File: config.mk
export PLATFORM = sky130hd
export DESIGN_NAME = issue_sched
export DESIGN_NICKNAME = d
export VERILOG_FILES = /design/src/rtl/issue_sched.sv
export SDC_FILE = /design/constraint.sdc
export NUM_CORES = 1
export LEC_CHECK = 0
export CORE_AREA = 2 2 125 102
export CTS_BUF_LIST = sky130_fd_sc_hd__clkbuf_2
export DETAILED_ROUTE_END_ITERATION = 16
export DIE_AREA = 0 0 127 104
export PLACE_DENSITY_LB_ADDON = 0.05
export SKIP_LAST_GASP = 1
export SYNTH_ARGS = -nofsm -noshare
export SYNTH_HDL_FRONTEND = slang
export SYNTH_SLANG_ARGS = --single-unit
File: constraint.sdc
create_clock -name clk -period 3.6 [get_ports clk]
set_input_delay 0.54 -clock clk [delete_from_list [all_inputs] [get_ports clk]]
set_output_delay 0.54 -clock clk [all_outputs]
set_load 0.02 [all_outputs]
File: src/rtl/issue_sched.sv
// issue_sched: in-order issue stage with a 64-entry pending-write
// scoreboard and memory-pipe drain flushes.
// Ports: clk/rstn (sync, active-low); in_* decoded instruction with
// in_vld/in_rdy handshake; u_*/rf_* registered issue outputs;
// unit_busy (bit0 = IO busy); alu_wb/mem_wb/io_wb writeback addresses.
// Optional macro SCHED_PERF_CNT_EN adds stall_cnt and flush_cnt.
module issue_sched #(
  parameter int MEM_DEPTH = 3
) (
  input  logic        clk,
  input  logic        rstn,
  input  logic        in_vld,
  output logic        in_rdy,
  input  logic [5:0]  in_ope,
  input  logic [5:0]  in_rs,
  input  logic [5:0]  in_rt,
  input  logic [5:0]  in_dd,
  input  logic [15:0] in_imm,
  output logic [5:0]  u_ope,
  output logic [5:0]  u_dd,
  output logic [15:0] u_imm,
  output logic [5:0]  rf_rs,
  output logic [5:0]  rf_rt,
  input  logic [6:0]  unit_busy,
  input  logic [5:0]  alu_wb,
  input  logic [5:0]  mem_wb,
  input  logic [5:0]  io_wb
`ifdef SCHED_PERF_CNT_EN
  ,
  output logic [31:0] stall_cnt,
  output logic [15:0] flush_cnt
`endif
);

  localparam int DW =
    (MEM_DEPTH < 1) ? 1 : $clog2(MEM_DEPTH + 1);
  localparam logic [DW-1:0] DRAIN_MAX = DW'(MEM_DEPTH);
  localparam logic [5:0] FLUSH_OPE = 6'b001111;

  logic [63:0]   pend;
  logic [63:0]   pend_nxt;
  logic [63:0]   pend_clr;
  logic [63:0]   pend_set;
  logic [DW-1:0] drain;
  logic [DW-1:0] drain_nxt;

  logic is_nop;
  logic is_mem;
  logic is_ld;
  logic is_io;
  logic is_alu;
  logic wr_dd;
  logic haz;
  logic io_blk;
  logic mem_go;
  logic flush;
  logic issue;
  logic unused_busy;

  assign unused_busy = ^unit_busy[6:1];

  assign is_nop = (in_ope == 6'd0);
  assign is_mem = (in_ope[2:0] == 3'b111);
  assign is_ld  = is_mem & in_ope[3];
  assign is_io  = (in_ope[2:0] == 3'b011);
  assign is_alu = ~is_nop & ~is_mem & ~is_io;
  assign wr_dd  = (is_alu | is_ld | is_io)
                & (in_dd != 6'd0);

  // RAW on both sources plus WAW on the destination,
  // judged only against the registered scoreboard.
  assign haz = pend[in_rs] | pend[in_rt] | pend[in_dd];
  assign io_blk = is_io & unit_busy[0];

  // A MEM op that can go keeps the memory pipe fed, so the
  // flush is only chosen when no such op is on the input.
  assign mem_go = in_vld & is_mem & ~haz;
  assign flush  = rstn & (drain != '0) & ~mem_go;
  assign in_rdy = rstn & ~haz & ~io_blk & ~flush;
  assign issue  = in_vld & in_rdy;

  always_comb begin
    pend_clr = (64'd1 << alu_wb)
             | (64'd1 << mem_wb)
             | (64'd1 << io_wb);
    pend_set = '0;
    if (issue && wr_dd) begin
      pend_set = 64'd1 << in_dd;
    end
    pend_nxt = ((pend & ~pend_clr) | pend_set)
             & ~64'd1;
  end

  always_comb begin
    drain_nxt = drain;
    if (issue && is_ld && (in_dd != 6'd0)) begin
      drain_nxt = DRAIN_MAX;
    end else if ((issue && is_mem) || flush) begin
      if (drain != '0) begin
        drain_nxt = drain - DW'(1);
      end
    end
  end

  always_ff @(posedge clk) begin
    if (!rstn) begin
      pend  <= '0;
      drain <= '0;
    end else begin
      pend  <= pend_nxt;
      drain <= drain_nxt;
    end
  end

  always_ff @(posedge clk) begin
    if (!rstn) begin
      u_ope <= '0;
      u_dd  <= '0;
      u_imm <= '0;
      rf_rs <= '0;
      rf_rt <= '0;
    end else if (issue) begin
      u_ope <= in_ope;
      u_dd  <= in_dd;
      u_imm <= in_imm;
      rf_rs <= in_rs;
      rf_rt <= in_rt;
    end else if (flush) begin
      u_ope <= FLUSH_OPE;
      u_dd  <= '0;
      u_imm <= '0;
      rf_rs <= '0;
      rf_rt <= '0;
    end else begin
      u_ope <= '0;
      u_dd  <= '0;
      u_imm <= '0;
      rf_rs <= '0;
      rf_rt <= '0;
    end
  end

`ifdef SCHED_PERF_CNT_EN
  always_ff @(posedge clk) begin
    if (!rstn) begin
      stall_cnt <= '0;
      flush_cnt <= '0;
    end else begin
      if (in_vld && !in_rdy) begin
        stall_cnt <= stall_cnt + 32'd1;
      end
      if (flush) begin
        flush_cnt <= flush_cnt + 16'd1;
      end
    end
  end
`endif

endmodule

* Word level (Yosys, flattened, before mapping)
Cells that the tools add are included.
Storage, ports and cells: register bits after elaboration 106, bits of input ports 68, output and inout port bits 41, word-level logic and storage cells 71
Cells by class: add/sub/neg operators 1, magnitude comparators 3, eq/ne operators 2, shifts and indexed selects 4, mux-type cells 12, bitwise gates (word level) 29, reductions and logical operators 12
Operators with widths (number):
- $shl A1 B6 Y64 const A | 4
- $or A64 B64 Y64 | 3
- $and A64 B64 Y64 | 1
- $mux W64 | 1
- $not A64 Y64 | 1
- $lt A6 B7 Y1 const B | 3
- $bmux W1 S6 | 3
- $and A1 B1 Y1 | 13
- $not A1 Y1 | 7
- $logic_not A6 Y1 | 1
- $mux W2 | 3
- $mux W6 | 1
- $reduce_bool A2 Y1 | 3
- $reduce_bool A6 Y1 | 1
- $logic_and A1 B1 Y1 | 4
- $mux W4 | 1
- $or A1 B1 Y1 | 4
- $reduce_and A2 Y1 | 2
- $eq A3 B2 Y1 const B | 1
- $eq A3 B3 Y1 const B | 1
- $mux W1 | 3
- $sub A2 B1 Y2 const B | 1
- $logic_or A1 B1 Y1 | 1

* Depth between registers and ports, before layout
Gate-level depths: netlist of the first run.
depth in word-level cells 15, depth in mapped cells 10, depth with buffers taken out 7

* Worst setup path after synthesis of the first run
Ideal clock, no wire load.
kind in2out, start in in_rt[0], end out in_rdy, data arrival time 2.643 ns, required time 3.060 ns, setup slack 0.417 ns, stages 8, buffers on the path 1, path through clkbuf_1 -> mux4_2 -> mux2i_1 -> o221ai_1 -> o2111a_1 -> nor3_4 -> a311oi_1 -> nor2_1
Between the ends: word-level cells in the longest chain between the ends 10, elaborated cells on any way between the ends 12, classes of those cells 2 x mux; 10 x bitwise
RTL lines:
- start: declaration | line 16 | input logic [5:0] in_rt,
- $bmux W1 S6 (*) | line 72 | assign haz = pend[in_rs] | pend[in_rt] | pend[in_dd];
- $mux W1 (implied by the code) (*) | line 72
- $or A1 B1 Y1 (*) (2 in series) | line 72
- $not A1 Y1 (*) | line 77, 79
- $and A1 B1 Y1 | line 77 | assign mem_go = in_vld & is_mem & ~haz;
- $not A1 Y1 | line 78 | assign flush = rstn & (drain != '0) & ~mem_go;
- $and A1 B1 Y1 | line 78
- $not A1 Y1 | line 79 | assign in_rdy = rstn & ~haz & ~io_blk & ~flush;
- $and A1 B1 Y1 (*) | line 79
- end: declaration | line 13 | output logic in_rdy,
Every way passes the cells marked *; elsewhere a longest branch is shown, timed or not. The select of a mux whose other input is x is not followed.

* Worst setup path after layout of the first run
Ends and elaborated chain as after synthesis.

==> run_results.csv, run 1 <==
group,metric,value,unit
synth,ys_warn_count,0,
placement,place_area,0.00807,mm²
floorplanning,die_h,104,µm
timing,min_period,3.50,ns
power,power_density,301,mW/mm²
synth,syn_nets,805,
critical_path,cp_max_fo,6,
synth,yosysTopAreaCellShare,0.319,
timing,setup_violations,0,
floorplanning,dieWidth,127,µm
placement,dp.cells,1000,
clock_tree,cts_buffers,9,
timing,period_share,0.971,
global_route,grt_pass1_vias,6998,
critical_path,cp.arrival,2.96,ns
detailed_routing,ant_nets,0,
clock_tree,cts_buffer_depth,2,
hold_path,hp-class,"in2reg",
floorplanning,core,0.0120,mm²
clock_tree,clock_latency,0.64,ns
critical_path,crit_path_end_kind,"primary output",
floorplanning,die_area,0.0132,mm²
floorplanning,initial_core_util,0.549,
critical_path,crit_required,3.06,ns
critical_path,start_kind,"input port",
detailed_routing,post-route-drc-count,0,
placement,dp_slack,-0.452,ns
power,ir_drop,0.207,mV
power,power.leakage,0.00299,µW
detailed_routing,drtIter0Drc,980,
synth,yosysSeqAreaShare,0.319,
timing,hold_viol_final,0,
synth,synthCells,736,
status,status,"complete, no violations",
timing,whs,0.294,ns
final_layout,nNetsFinal,938,
final_layout,diodes,0,
detailed_routing,drt_wl_total,25700,µm
timing,slew_headroom,0.386,
synth,avgSynthCellArea,8.95,µm²
detailed_routing,routedWlPerCell,25.1,µm
floorplanning,rows,36,
timing,worst_pin_slew,0.920,ns
synth,ys_seq_elements,105,
detailed_routing,vias,7285,
clock_tree,cts.htree.levels,3,
global_route,grt.total_usage,0.386,
floorplanning,pin_count,109,
global_route,antenna_found_initial,0,
final_layout,fill_cells,930,
placement,place_hpwl,19100,µm
critical_path,r2r_cells,8,
final_layout,area_growth,26.6,%
placement,routabilityCongestion,1.09,
clock_tree,cts_tree,"built",
timing,fmax,0.286,GHz
global_route,grt_pass1_wl,39600,µm
detailed_routing,vias_per_cell,7.10,
critical_path,worst-setup-path-type,"in2out",
timing,slew_violations,0,
hold_path,whs_path_depth,3,
synth,synth.distinct_cells,51,
final_layout,drive_above_1_share,0.191,
final_layout,fin_area,0.00833,mm²
synth,synth.largest_area_cell,"dfxtp_1",
timing,setup_ws,0.103,ns
clock_tree,cts.clk_slew.worst_paths,0.29,ns
detailed_routing,drt_pass1_iterations,9,
clock_tree,clockRootBuffer,"clkbuf_2",
run,maxCapViolCount,0,
global_route,grt-ovfl-total,0,
placement,portBuffers,102,
timing,clock_skew,0.0445,ns
final_layout,stdcell_count,1026,
global_route,grt_max_degree,65,
synth,synth_area_leaders,"dfxtp_1, mux4_2, o31ai_1",
clock_tree,clock-sinks,105,
synth,synth_area,0.00658,mm²
## stage by stage
step / util / setup TNS, ns / power, µW
floorplan: - / 0 / 1630
global placement: 0.674 / -7.21 / 1920
detailed placement: 0.674 / -10.20 / 1950
CTS: 0.684 / 0 / 2480
global route: 0.696 / -0.00188 / 2600
finish: 0.696 / 0 / 2510
## worst max-delay path, cell delays in order
cell	delay (ns)
clkdlybuf4s50_1	0.46
buf_4	0.17
mux4_2	0.53
mux2i_1	0.24
o221ai_1	0.15
o2111a_1	0.20
nor3_4	0.23
a311oi_2	0.16
nor2_1	0.13
buf_4	0.15
## area by class of cell
type,count,area [µm²],area share
Clock inverter,6,50.0,0.00601
Tap cell,152,190,0.0228
Multi-Input combinational cell,534,4090,0.491
Sequential cell,105,2100,0.253
Clock buffer,10,50.0,0.00601
Timing Repair Buffer,176,1680,0.202
Inverter,43,161,0.0194
## registers in the layout, indices dropped and copies added (netlist names)
signal,cells
drain,2
pend,63
rf_rs,6
rf_rt,6
u_dd,6
u_imm,16
u_ope,6
## cell families after synthesis
| logic type | Yosys count | synth area share |
|---|---|---|
| muxes | 66 | 0.175 |
| and+or+nand+nor | 255 | 0.180 |
| DFF | 105 | 0.319 |
| xor gates and xnor gates | 1 | 0.00133 |
| adders and majority gates | 1 | 0.00190 |
| buffers and inverters | 97 | 0.0680 |
| AOI/OAI and AO/OA | 211 | 0.254 |
## cells in the mapped netlist (all sizes together)
| master | n |
|---|---|
| dfxtp | 105 |
| nor2 | 94 |
| nand2 | 67 |
| o31ai | 53 |
| a22oi | 46 |
| o2111ai | 44 |
| inv | 42 |
| mux4 | 38 |
| clkbuf | 36 |
| a21oi | 26 |
| nand4 | 24 |
| buf | 18 |
| nor3 | 16 |
| mux2 | 15 |
| nand2b | 15 |
| nand3 | 15 |
| mux2i | 13 |
| nor2b | 12 |
| o41ai | 11 |
| a221oi | 4 |
| nor4 | 4 |
| o21bai | 4 |
| a211oi | 3 |
| and2 | 3 |
| nor4b | 3 |
| o211ai | 3 |
| o22ai | 3 |
| a2bb2oi | 2 |
| a311oi | 2 |
| a41o | 2 |
| o221ai | 2 |
| a2111oi | 1 |
| a311o | 1 |
| and3 | 1 |
| clkinv | 1 |
| ha | 1 |
| o2111a | 1 |
| o21ai | 1 |
| o22a | 1 |
| o311ai | 1 |
| or2 | 1 |
| xor2 | 1 |
## per-layer routing
| layer | global-route usage | wire, µm | vias up |
|---|---|---|---|
| met5 | 0 | 0 | - |
| met4 | 0.136 | 1020 | 0 |
| met1 | 0.514 | 9850 | 3432 |
| li1 | - | - | 3111 |
| met2 | 0.575 | 11300 | 616 |
| met3 | 0.148 | 3570 | 126 |
## report_power, final
group | leakage, µW | internal, µW | total, µW | switching (µW)
logic | 0.00208 | 317 | 730 | 413
registers | 0.000849 | 1220 | 1240 | 18.6
clock network | 0.0000648 | 105 | 543 | 438
## layout by cell type, fill, tap and decap left out, types with 10 or more instances in the layout
| cell | instances |
|---|---|
| a22oi_1 | 46 |
| buf_4 | 67 |
| nor3_1 | 15 |
| nand4_1 | 24 |
| inv_1 | 42 |
| nand2_1 | 67 |
| a21oi_1 | 26 |
| mux4_2 | 38 |
| mux2i_1 | 11 |
| mux2_2 | 14 |
| nand3_1 | 14 |
| dfxtp_1 | 103 |
| o31ai_1 | 52 |
| o2111ai_1 | 44 |
| nor2b_1 | 12 |
| clkdlybuf4s50_1 | 96 |
| clkbuf_2 | 10 |
| nor2_1 | 94 |
| nand2b_1 | 15 |
## what timing repair did
action,4_1_cts,5_1_grt
gates cloned,0,1
pin swaps,1,8
endpoints found under the setup margin,1,1
setup buffers,1,8
hold buffers,0,0
resized for setup,8,13
hold endpoints to repair,0,0
## path summary, 6_finish.rpt
path	to	startpoint	slack [ns]
worst min-delay path	drain[0]	rstn	0.29
worst min register to register	pend[56]	pend[56]	0.55
worst max register to register	pend[12]	pend[29]	0.72
worst max-delay path	in_rdy	in_rt[0]	0.10
No activity file was read; power rests on OpenSTA's default activity.
==> run 2: changes to the inputs <==
--- a/config.mk
+++ b/config.mk
@@ -11,6 +11,7 @@
 export DIE_AREA = 0 0 127 104
 export PLACE_DENSITY_LB_ADDON = 0.05
 export SKIP_LAST_GASP = 1
+export SLEW_MARGIN = 10
 export SYNTH_ARGS = -nofsm -noshare
 export SYNTH_HDL_FRONTEND = slang
 export SYNTH_SLANG_ARGS = --single-unit
==> results of run 2 <==
Final layout, timing and power as in run 1 (identical DEF).
==> run 3: changes to the inputs <==
--- a/config.mk
+++ b/config.mk
@@ -9,9 +9,11 @@
 export CTS_BUF_LIST = sky130_fd_sc_hd__clkbuf_2
 export DETAILED_ROUTE_END_ITERATION = 16
 export DIE_AREA = 0 0 127 104
-export PLACE_DENSITY_LB_ADDON = 0.05
+export PLACE_DENSITY = 0.91
+export RECOVER_POWER = 100
 export SKIP_LAST_GASP = 1
 export SLEW_MARGIN = 10
 export SYNTH_ARGS = -nofsm -noshare
 export SYNTH_HDL_FRONTEND = slang
 export SYNTH_SLANG_ARGS = --single-unit
+export TNS_END_PERCENT = 20
==> run 3 against run 2 <==
  * Setup slack lost 0.0056 ns
  * Clock power is 8.8% higher
  * Hold slack lost 0.013 ns
  * Sequential share of layout area grew 0.74 points
  * Sequential power about the same
  * Clock skew is 0.014 ns higher
  * Clock-buffer cell count unchanged
  * Combinational power fell by 7.4%
  * Total power down 0.49%
  * Fmax shrank 0.16%
==> run_results.csv, run 3 (synthesized netlist as in run 1, its figures left out) <==
group,metric,value,unit
final_layout,final_common_cell,"dfxtp_1",
detailed_routing,vias,7036,
detailed_routing,routedWlPerCell,23.5,µm
detailed_routing,ant_nets,0,
floorplanning,initial_core_util,0.549,
global_route,grt_pass1_wl,36700,µm
timing,clock_skew,0.0585,ns
critical_path,cp_max_fo,6,
status,status,"complete, no violations",
hold_path,hp-start,"rstn",
final_layout,stdcell_count,1014,
clock_tree,hold_buffers,0,
timing,rsz0062_at_grt,"no",
hold_path,hp-class,"in2reg",
timing,worst_pin_slew,0.804,ns
final_layout,nNetsFinal,926,
floorplanning,die_area,0.0132,mm²
placement,place_hpwl,17800,µm
timing,slew_violations,0,
global_route,grt-ovfl-total,0,
floorplanning,rows,36,
critical_path,worst-setup-path-type,"in2out",
final_layout,top_regs,"pend x63, u_imm x16",
clock_tree,clock-sinks,105,
clock_tree,clockRootBuffer,"clkbuf_2",
placement,dp.cells,997,
clock_tree,cts.clk_slew.worst_paths,0.25,ns
timing,hold_viol_final,0,
power,power.leakage,0.00296,µW
clock_tree,cts_tree,"built",
final_layout,drive_above_1_share,0.159,
timing,setup_violations,0,
timing,min_period,3.50,ns
final_layout,final_cell_mix,"dfxtp_1, nor2_1, nand2_1",
floorplanning,core,0.0120,mm²
detailed_routing,drt_wl_total,23900,µm
timing,slew_headroom,0.464,
power,power_density,309,mW/mm²
placement,portBuffers,102,
final_layout,diodes,0,
timing,whs,0.282,ns
final_layout,fin_util,0.675,
detailed_routing,drtIter0Drc,1168,
final_layout,largest_reg_flops,63,
timing,period_share,0.973,
final_layout,fill_cells,1000,
detailed_routing,drt_pass1_iterations,8,
detailed_routing,vias_per_cell,6.94,
timing,tns,0,ns
critical_path,start_kind,"input port",
global_route,grt_max_degree,65,
critical_path,r2r_slack,0.37,ns
global_route,grt.total_usage,0.358,
final_layout,area_growth,22.8,%
power,ir_drop,0.258,mV
final_layout,top_register,"pend",
clock_tree,cts_buffer_depth,2,
clock_tree,clock_latency,0.64,ns
clock_tree,cts.htree.levels,3,
global_route,grt_pass1_vias,6517,
critical_path,critPathLaunch,"in_rt[1]",
floorplanning,dieWidth,127,µm
critical_path,crit_path_end_kind,"primary output",
placement,routabilityCongestion,1.03,
floorplanning,die_h,104,µm
critical_path,reg2reg_from,"pend[43]",
run,maxCapViolCount,0,
floorplanning,pin_count,109,
global_route,antenna_found_initial,0,
timing,fmax,0.285,GHz
critical_path,crit_required,3.06,ns
clock_tree,cts_buffers,9,
detailed_routing,post-route-drc-count,0,
critical_path,cp.arrival,2.96,ns
## run 3: cell types whose count changed in the layout (fill, tap and decap cells not counted), sizes merged
cell / before / now
bufinv: 0 / 1
dlygate4sd2: 0 / 3
clkinvlp: 1 / 2
dlygate4sd3: 0 / 40
clkinv: 3 / 1
buf: 75 / 55
clkdlybuf4s50: 96 / 57
clkbuf: 11 / 19
dlymetal6s2s: 4 / 0
## run 3: worst max-delay path: stages
cell	delay (ns)
clkdlybuf4s50_1	0.50
buf_12	0.13
mux4_2	0.50
mux2_2	0.32
o22ai_1	0.19
a211oi_2	0.08
nor3_4	0.23
a311oi_2	0.13
nor2_1	0.15
clkbuf_2	0.18
## run 3: power by group
part | internal, µW | switching (µW)
clock network | 170 | 420
registers | 1220 | 13.8
logic | 279 | 397
total | 1670 | 831
## run 3: worst paths after layout
path	to	cells past startpoint
max	in_rdy	10
min	drain[1]	3
max reg2reg	pend[14]	10
min reg2reg	pend[9]	2
## run 3: repair_timing
action / CTS / global route
pin swaps: 2 / 1
setup endpoints to repair: 1 / 1
gates resized for setup: 13 / 0
buffers inserted: 0 / 1
## run 3: final cells by class
| cell class | count | area [µm²] | share of cell area |
|---|---|---|---|
| Clock buffer | 10 | 50.0 | 0.00619 |
| Clock inverter | 6 | 71.3 | 0.00882 |
| Inverter | 43 | 161 | 0.0200 |
| Multi-Input combinational cell | 534 | 4000 | 0.495 |
| Sequential cell | 105 | 2100 | 0.260 |
| Tap cell | 152 | 190 | 0.0235 |
| Timing Repair Buffer | 164 | 1510 | 0.187 |
## run 3: layer usage
metal	global-route usage	part of all wire
met1	0.493	0.39
met2	0.528	0.42
met3	0.108	0.14
met4	0.142	0.052
met5	0	0
## run 3: metrics by stage
stage	cell area, µm²	power [µW]	setup slack [ns]
2_1_floorplan	6580	1630	0.417
3_3_place_gp	8020	1920	-0.474
3_5_place_dp	8020	1930	-0.428
4_1_cts	8170	2500	0.0958
5_1_grt	8090	2580	0.0215
6_report	8090	2500	0.0971
